<file path="config.mk">
export PLATFORM = sky130hd
export DESIGN_NAME = pcie_axil_regs
export DESIGN_NICKNAME = d
export VERILOG_FILES = /design/src/rtl/pcie_axil_regs.sv
export SDC_FILE = /design/constraint.sdc
export NUM_CORES = 1
export LEC_CHECK = 0
export ABC_AREA = 0
export CAP_MARGIN = 20
export CORE_MARGIN = 2
export CORE_UTILIZATION = 55
export DETAILED_ROUTE_END_ITERATION = 16
export HOLD_SLACK_MARGIN = 0.06
export PLACE_DENSITY_LB_ADDON = 0.25
export SLEW_MARGIN = 20
export SYNTH_ARGS = -nofsm -noshare
export SYNTH_HDL_FRONTEND = slang
export SYNTH_SLANG_ARGS = --single-unit
</file>
<file path="constraint.sdc">
create_clock -name user_clk -period 2.75 [get_ports user_clk]
set_clock_uncertainty 0.1 [all_clocks]
set_input_delay 0.55 -clock user_clk [delete_from_list [all_inputs] [get_ports user_clk]]
set_output_delay 0.55 -clock user_clk [all_outputs]
set_load 0.005 [all_outputs]
</file>
<file path="src/rtl/pcie_axil_regs.sv">
// pcie_axil_regs
// AXI4-Lite slave register file terminating BAR0 accesses from the PCIe
// AXI-MM bridge. Register map (decoded on addr[11:2]):
//   0x000 ID      RO  ID_VALUE
//   0x004 SCRATCH RW  32 bits
//   0x008 CTRL    RW  bits [3:0] stored, upper bits read 0
//   0x00C CYCLES  RO  free-running cycle counter
//   0x010 WRCNT   RO  count of completed write responses (any address)
// Unmapped offsets: writes ignored with SLVERR, reads return 32'hDEAD_BEEF
// with SLVERR. Writes to RO offsets are ignored with OKAY.
//
// Ports:
//   user_clk, user_reset      clock, synchronous active-high reset
//   s_axil_aw* / s_axil_w*    write address / data channels
//   s_axil_b*                 write response channel
//   s_axil_ar* / s_axil_r*    read address / data channels
//   led[2:0]                  led[2:1] = CTRL[2:1],
//                             led[0]   = CTRL[3] ? CYCLES[HB_BIT] : CTRL[0]
//
// Build option: define PCIE_AXIL_REGS_WSTRB_EN to make SCRATCH and CTRL
// writes honour wstrb per byte lane; otherwise every write updates the
// full word.
module pcie_axil_regs #(
    parameter logic [31:0] ID_VALUE = 32'h7C1E_0001,
    parameter int          HB_BIT   = 26
) (
    input  logic        user_clk,
    input  logic        user_reset,
    input  logic [11:0] s_axil_awaddr,
    input  logic        s_axil_awvalid,
    output logic        s_axil_awready,
    input  logic [31:0] s_axil_wdata,
    input  logic [3:0]  s_axil_wstrb,
    input  logic        s_axil_wvalid,
    output logic        s_axil_wready,
    output logic [1:0]  s_axil_bresp,
    output logic        s_axil_bvalid,
    input  logic        s_axil_bready,
    input  logic [11:0] s_axil_araddr,
    input  logic        s_axil_arvalid,
    output logic        s_axil_arready,
    output logic [31:0] s_axil_rdata,
    output logic [1:0]  s_axil_rresp,
    output logic        s_axil_rvalid,
    input  logic        s_axil_rready,
    output logic [2:0]  led
);

    localparam logic [1:0] RESP_OKAY   = 2'b00;
    localparam logic [1:0] RESP_SLVERR = 2'b10;

    typedef enum logic {EMPTY = 1'b0, HELD = 1'b1} hold_t;

    hold_t       aw_state, aw_state_nxt;
    hold_t       w_state, w_state_nxt;
    logic [9:0]  aw_idx;
    logic [31:0] w_data;
    logic [31:0] wmask;
    logic [31:0] scratch;
    logic [3:0]  ctrl;
    logic [31:0] cycles;
    logic [31:0] wrcnt;
    logic [31:0] rd_data;
    logic [1:0]  rd_resp;
    logic        aw_hs, w_hs, ar_hs, do_write;

    assign s_axil_awready = (aw_state == EMPTY) && !s_axil_bvalid;
    assign s_axil_wready  = (w_state == EMPTY) && !s_axil_bvalid;
    assign s_axil_arready = !s_axil_rvalid;

    assign aw_hs    = s_axil_awvalid && s_axil_awready;
    assign w_hs     = s_axil_wvalid && s_axil_wready;
    assign ar_hs    = s_axil_arvalid && s_axil_arready;
    // The register update waits one edge after the second half arrives so
    // that address and data always come from the holding registers.
    assign do_write = (aw_state == HELD) && (w_state == HELD);

    always_ff @(posedge user_clk) begin
        if (user_reset) begin
            aw_state <= EMPTY;
            w_state  <= EMPTY;
        end else begin
            aw_state <= aw_state_nxt;
            w_state  <= w_state_nxt;
        end
    end

    always_comb begin
        aw_state_nxt = aw_state;
        w_state_nxt  = w_state;
        if (do_write) begin
            aw_state_nxt = EMPTY;
            w_state_nxt  = EMPTY;
        end else begin
            if (aw_hs) aw_state_nxt = HELD;
            if (w_hs)  w_state_nxt  = HELD;
        end
    end

    always_ff @(posedge user_clk) begin
        if (user_reset) begin
            aw_idx <= '0;
            w_data <= '0;
        end else begin
            if (aw_hs) aw_idx <= s_axil_awaddr[11:2];
            if (w_hs)  w_data <= s_axil_wdata;
        end
    end

`ifdef PCIE_AXIL_REGS_WSTRB_EN
    logic [3:0] w_strb;
    logic       unused_addr_lsbs;

    always_ff @(posedge user_clk) begin
        if (user_reset)
            w_strb <= '0;
        else if (w_hs)
            w_strb <= s_axil_wstrb;
    end

    assign wmask = {{8{w_strb[3]}}, {8{w_strb[2]}}, {8{w_strb[1]}}, {8{w_strb[0]}}};
    assign unused_addr_lsbs = ^{s_axil_awaddr[1:0], s_axil_araddr[1:0]};
`else
    logic unused_addr_lsbs;

    assign wmask = 32'hFFFF_FFFF;
    assign unused_addr_lsbs = ^{s_axil_awaddr[1:0], s_axil_araddr[1:0], s_axil_wstrb};
`endif

    // Register update and write response. Only offsets 0..4 are mapped;
    // anything above gets SLVERR even though nothing is written.
    always_ff @(posedge user_clk) begin
        if (user_reset) begin
            scratch       <= '0;
            ctrl          <= '0;
            s_axil_bvalid <= 1'b0;
            s_axil_bresp  <= RESP_OKAY;
        end else begin
            if (do_write) begin
                case (aw_idx)
                    10'd1:   scratch <= (scratch & ~wmask) | (w_data & wmask);
                    10'd2:   ctrl    <= (ctrl & ~wmask[3:0]) | (w_data[3:0] & wmask[3:0]);
                    default: ;
                endcase
                s_axil_bresp  <= (aw_idx <= 10'd4) ? RESP_OKAY : RESP_SLVERR;
                s_axil_bvalid <= 1'b1;
            end else if (s_axil_bready) begin
                s_axil_bvalid <= 1'b0;
            end
        end
    end

    // WRCNT counts B handshakes, so a reset that drops a pending response
    // never counts it.
    always_ff @(posedge user_clk) begin
        if (user_reset) begin
            cycles <= '0;
            wrcnt  <= '0;
        end else begin
            cycles <= cycles + 32'd1;
            if (s_axil_bvalid && s_axil_bready)
                wrcnt <= wrcnt + 32'd1;
        end
    end

    always_comb begin
        rd_data = 32'hDEAD_BEEF;
        rd_resp = RESP_SLVERR;
        case (s_axil_araddr[11:2])
            10'd0: begin rd_data = ID_VALUE;          rd_resp = RESP_OKAY; end
            10'd1: begin rd_data = scratch;           rd_resp = RESP_OKAY; end
            10'd2: begin rd_data = {28'd0, ctrl};     rd_resp = RESP_OKAY; end
            10'd3: begin rd_data = cycles;            rd_resp = RESP_OKAY; end
            10'd4: begin rd_data = wrcnt;             rd_resp = RESP_OKAY; end
            default: ;
        endcase
    end

    // Read data is captured at the AR handshake and held until rready, so a
    // same-cycle write is not visible to the read.
    always_ff @(posedge user_clk) begin
        if (user_reset) begin
            s_axil_rvalid <= 1'b0;
            s_axil_rdata  <= '0;
            s_axil_rresp  <= RESP_OKAY;
        end else if (ar_hs) begin
            s_axil_rvalid <= 1'b1;
            s_axil_rdata  <= rd_data;
            s_axil_rresp  <= rd_resp;
        end else if (s_axil_rready) begin
            s_axil_rvalid <= 1'b0;
        end
    end

    assign led = {ctrl[2], ctrl[1], ctrl[3] ? cycles[HB_BIT] : ctrl[0]};

endmodule
</file>
==> flow_summary.toml <==
[floorplanning]
core_area_um2 = 13900
die_w_um = 123
fp-row-count = 43
die_h_um = 123
ios = 111
dieArea_um2 = 15100
start_util = 0.561

[min_path]
min-delay-start = "w_data[6]"
holdPathStages = 2
hold_path_class = "flop to flop"
hold_path_end = "w_data[6]"

[logic_synthesis]
synth_top_area_frac = 0.462
synth_enable_flop_cells = 0
async_flop_share = 0
post_synth_num_cell_types = 44
post-synth-top-area-cell = "dfxtp_1"
synth.top_cells.by_count = "dfxtp_1, nor2_1, nand2_1, a21oi_1, clkbuf_1"
syn_area_um2 = 7790
synthFlopType = "dfxtp_1"
yosys_warnings = 0
seq_area_frac_synth = 0.462
synthTopCellsByArea = "dfxtp_1, nor2_1, nand2_1, mux2i_1, a21oi_1"
synth_cells = 905
ys_ff_latch = 180
yosys.cell_count.top_type = "dfxtp_1"
syn_avg_cell_area_um2 = 8.61

[placement]
port_buffers = 100
hpwlAfterDp_um = 13300
place.gp.congestion = 0.893

[final_layout]
num_antenna_cells = 0
layout.nets = 1061
area_delta_synth_final_pct = 23.1
drive_gt1_frac = 0.0985

[detailed_routing]
dr_total_vias = 6716
detail_route.wl_per_cell_um = 16.1
drc_errors = 0
wirelength_um = 19000
drt-vias-per-instance = 5.67
firstDrtPassIters = 5
antenna_left = 0
drtIter0Drc = 534

[clock_tree]
cts.path.max_buffers = 2
clockRootBuffer = "clkbuf_16"
postCtsHoldBufs = 0
numClockSinks = 180
cts_tree = "yes"
post_cts_resized = 0
clk_latency_ns = 0.43
cts.clk_slew.worst_paths_ns = 0.06
post_cts_buffers = 0
cts.htree.levels = 4
cts_buffers = 17

[critical_path]
crit_path_max_fanout = 5
r2r-end = "scratch[23]"
end_kind = "output pin"
crit_arrival_ns = 1.64
required_ns = 2.10
regToRegSetupSlack_ns = 0.63
worst-setup-path-type = "flop to output pin"
r2r_cells = 6
r2r-start = "aw_idx[5]"
worst_setup_path_start_kind = "flop"

[timing]
post-route-period-util = 0.832
min_period_ns = 2.29
worstMarginPinSlew_ns = 0.632
fmaxAchievable_mhz = 437
final_hold_viol_count = 0
slew_viol_final = 0
whs_ns = 0.355
rsz0062_at_grt = "no"
setup_viol = 0
fin_tns_setup_ns = 0
slew_headroom = 0.575

[pwr]
p_seq_frac = 0.485
p_clk_frac = 0.434
switching_share = 0.228
p_comb_frac = 0.081
ir_drop_uv = 421
p_per_area_nw_per_um2 = 591
internal-power_uw = 4370
switchingPower_uw = 1290
total_leakage_power_uw = 0.00372

[grt]
grt_pass1_vias = 6124
grtUsageTotal = 0.261
antenna_found_initial = 0
grt_pass1_wl_um = 30800
grt_start_max_net_pins = 83
globalRouteOverflowTotal = 0

[flow_run]
drv_cap = 0

[run_status]
outcome = "finished clean"
## how the worst max path moves through the flow
stage          cells past startpoint             start  slack (ns)                to
6_report                           3        cycles[26]        0.46            led[0]
5_1_grt                            3        cycles[26]        0.39            led[0]
4_1_cts                            3        cycles[26]        0.45            led[0]
3_5_place_dp                       6  s_axil_araddr[9]        0.17  s_axil_rdata[14]
3_3_place_gp                       6  s_axil_araddr[9]        0.23  s_axil_rdata[14]
2_1_floorplan                      5  s_axil_araddr[9]        0.68  s_axil_rdata[21]
## cell type report
cell class | count | area, um^2
Tap cell | 180 | 225
Inverter | 12 | 45.0
Multi-Input combinational cell | 655 | 3900
Sequential cell | 180 | 3600
Timing Repair Buffer | 126 | 1220
Clock buffer | 19 | 443
Clock inverter | 13 | 159
Fill cell | 1120 | 4290
## power groups by stage
stage	clock network, uW	registers [uW]	logic, uW
after floorplan	0	2790	238
after global placement	0	2800	454
after detailed placement	0	2800	461
after CTS	2470	2750	463
after global routing	2590	2750	514
final	2460	2750	460
## cell families after synthesis
| kind of cell | Yosys count | share of synthesized area |
|---|---|---|
| AOI/OAI and AO/OA | 137 | 0.107 |
| muxes | 61 | 0.0824 |
| DFF | 180 | 0.462 |
| and+or+nand+nor | 398 | 0.244 |
| adders and majority gates | 2 | 0.00321 |
| xor gates and xnor gates | 55 | 0.0618 |
| buffers and inverters | 71 | 0.0384 |
| other | 1 | 0.000481 |
## routing by layer
layer	up-vias	wire length, um	track usage
met1	3116	8400	0.357
met5	-	0	0
li1	3288	-	-
met4	0	506	0.102
met2	283	8740	0.410
met3	29	1380	0.0503
## flip-flops by register name (all words and copies together) (netlist names), 4 cells and up
register and count:
cycles 32, s_axil_rdata 32, scratch 32, w_data 32, wrcnt 32, aw_idx 10, ctrl 4
## cells in the final DEF, fill, tap and decap left out, drive strengths merged, types with 7 or more instances in the layout
cell / count
dfxtp: 180
nor2: 138
nand2: 130
clkdlybuf4s50: 99
a21oi: 57
mux2i: 36
o21ai: 34
xor2: 30
nand3: 30
buf: 27
xnor2: 25
mux2: 25
a311oi: 21
nand4: 21
clkbuf: 19
nor3: 17
a22oi: 13
inv: 12
nor2b: 12
nor4: 10
and3: 7
and4: 7
nand2b: 7
clkinv: 7
## worst max-delay path, cell delays in order, from the launching register on
cell	delay, ns
dfxtp_1	0.47
nand2_1	0.08
o21ai_0	0.10
clkdlybuf4s50_1	0.56
## metrics by stage
stage / total power (uW) / instance area, um^2 / setup slack, ns / util / cells
2_1_floorplan: 3030 / 7800 / 0.683 / - / 906
3_5_place_dp: 3260 / 8990 / 0.173 / 0.648 / 1153
5_1_grt: 5850 / 9590 / 0.394 / 0.691 / 1185
4_1_cts: 5680 / 9590 / 0.454 / 0.691 / 1185
3_3_place_gp: 3260 / 8990 / 0.226 / 0.648 / 1153
6_report: 5660 / 9590 / 0.462 / 0.691 / 1185
(Power assumes the default switching activity.)
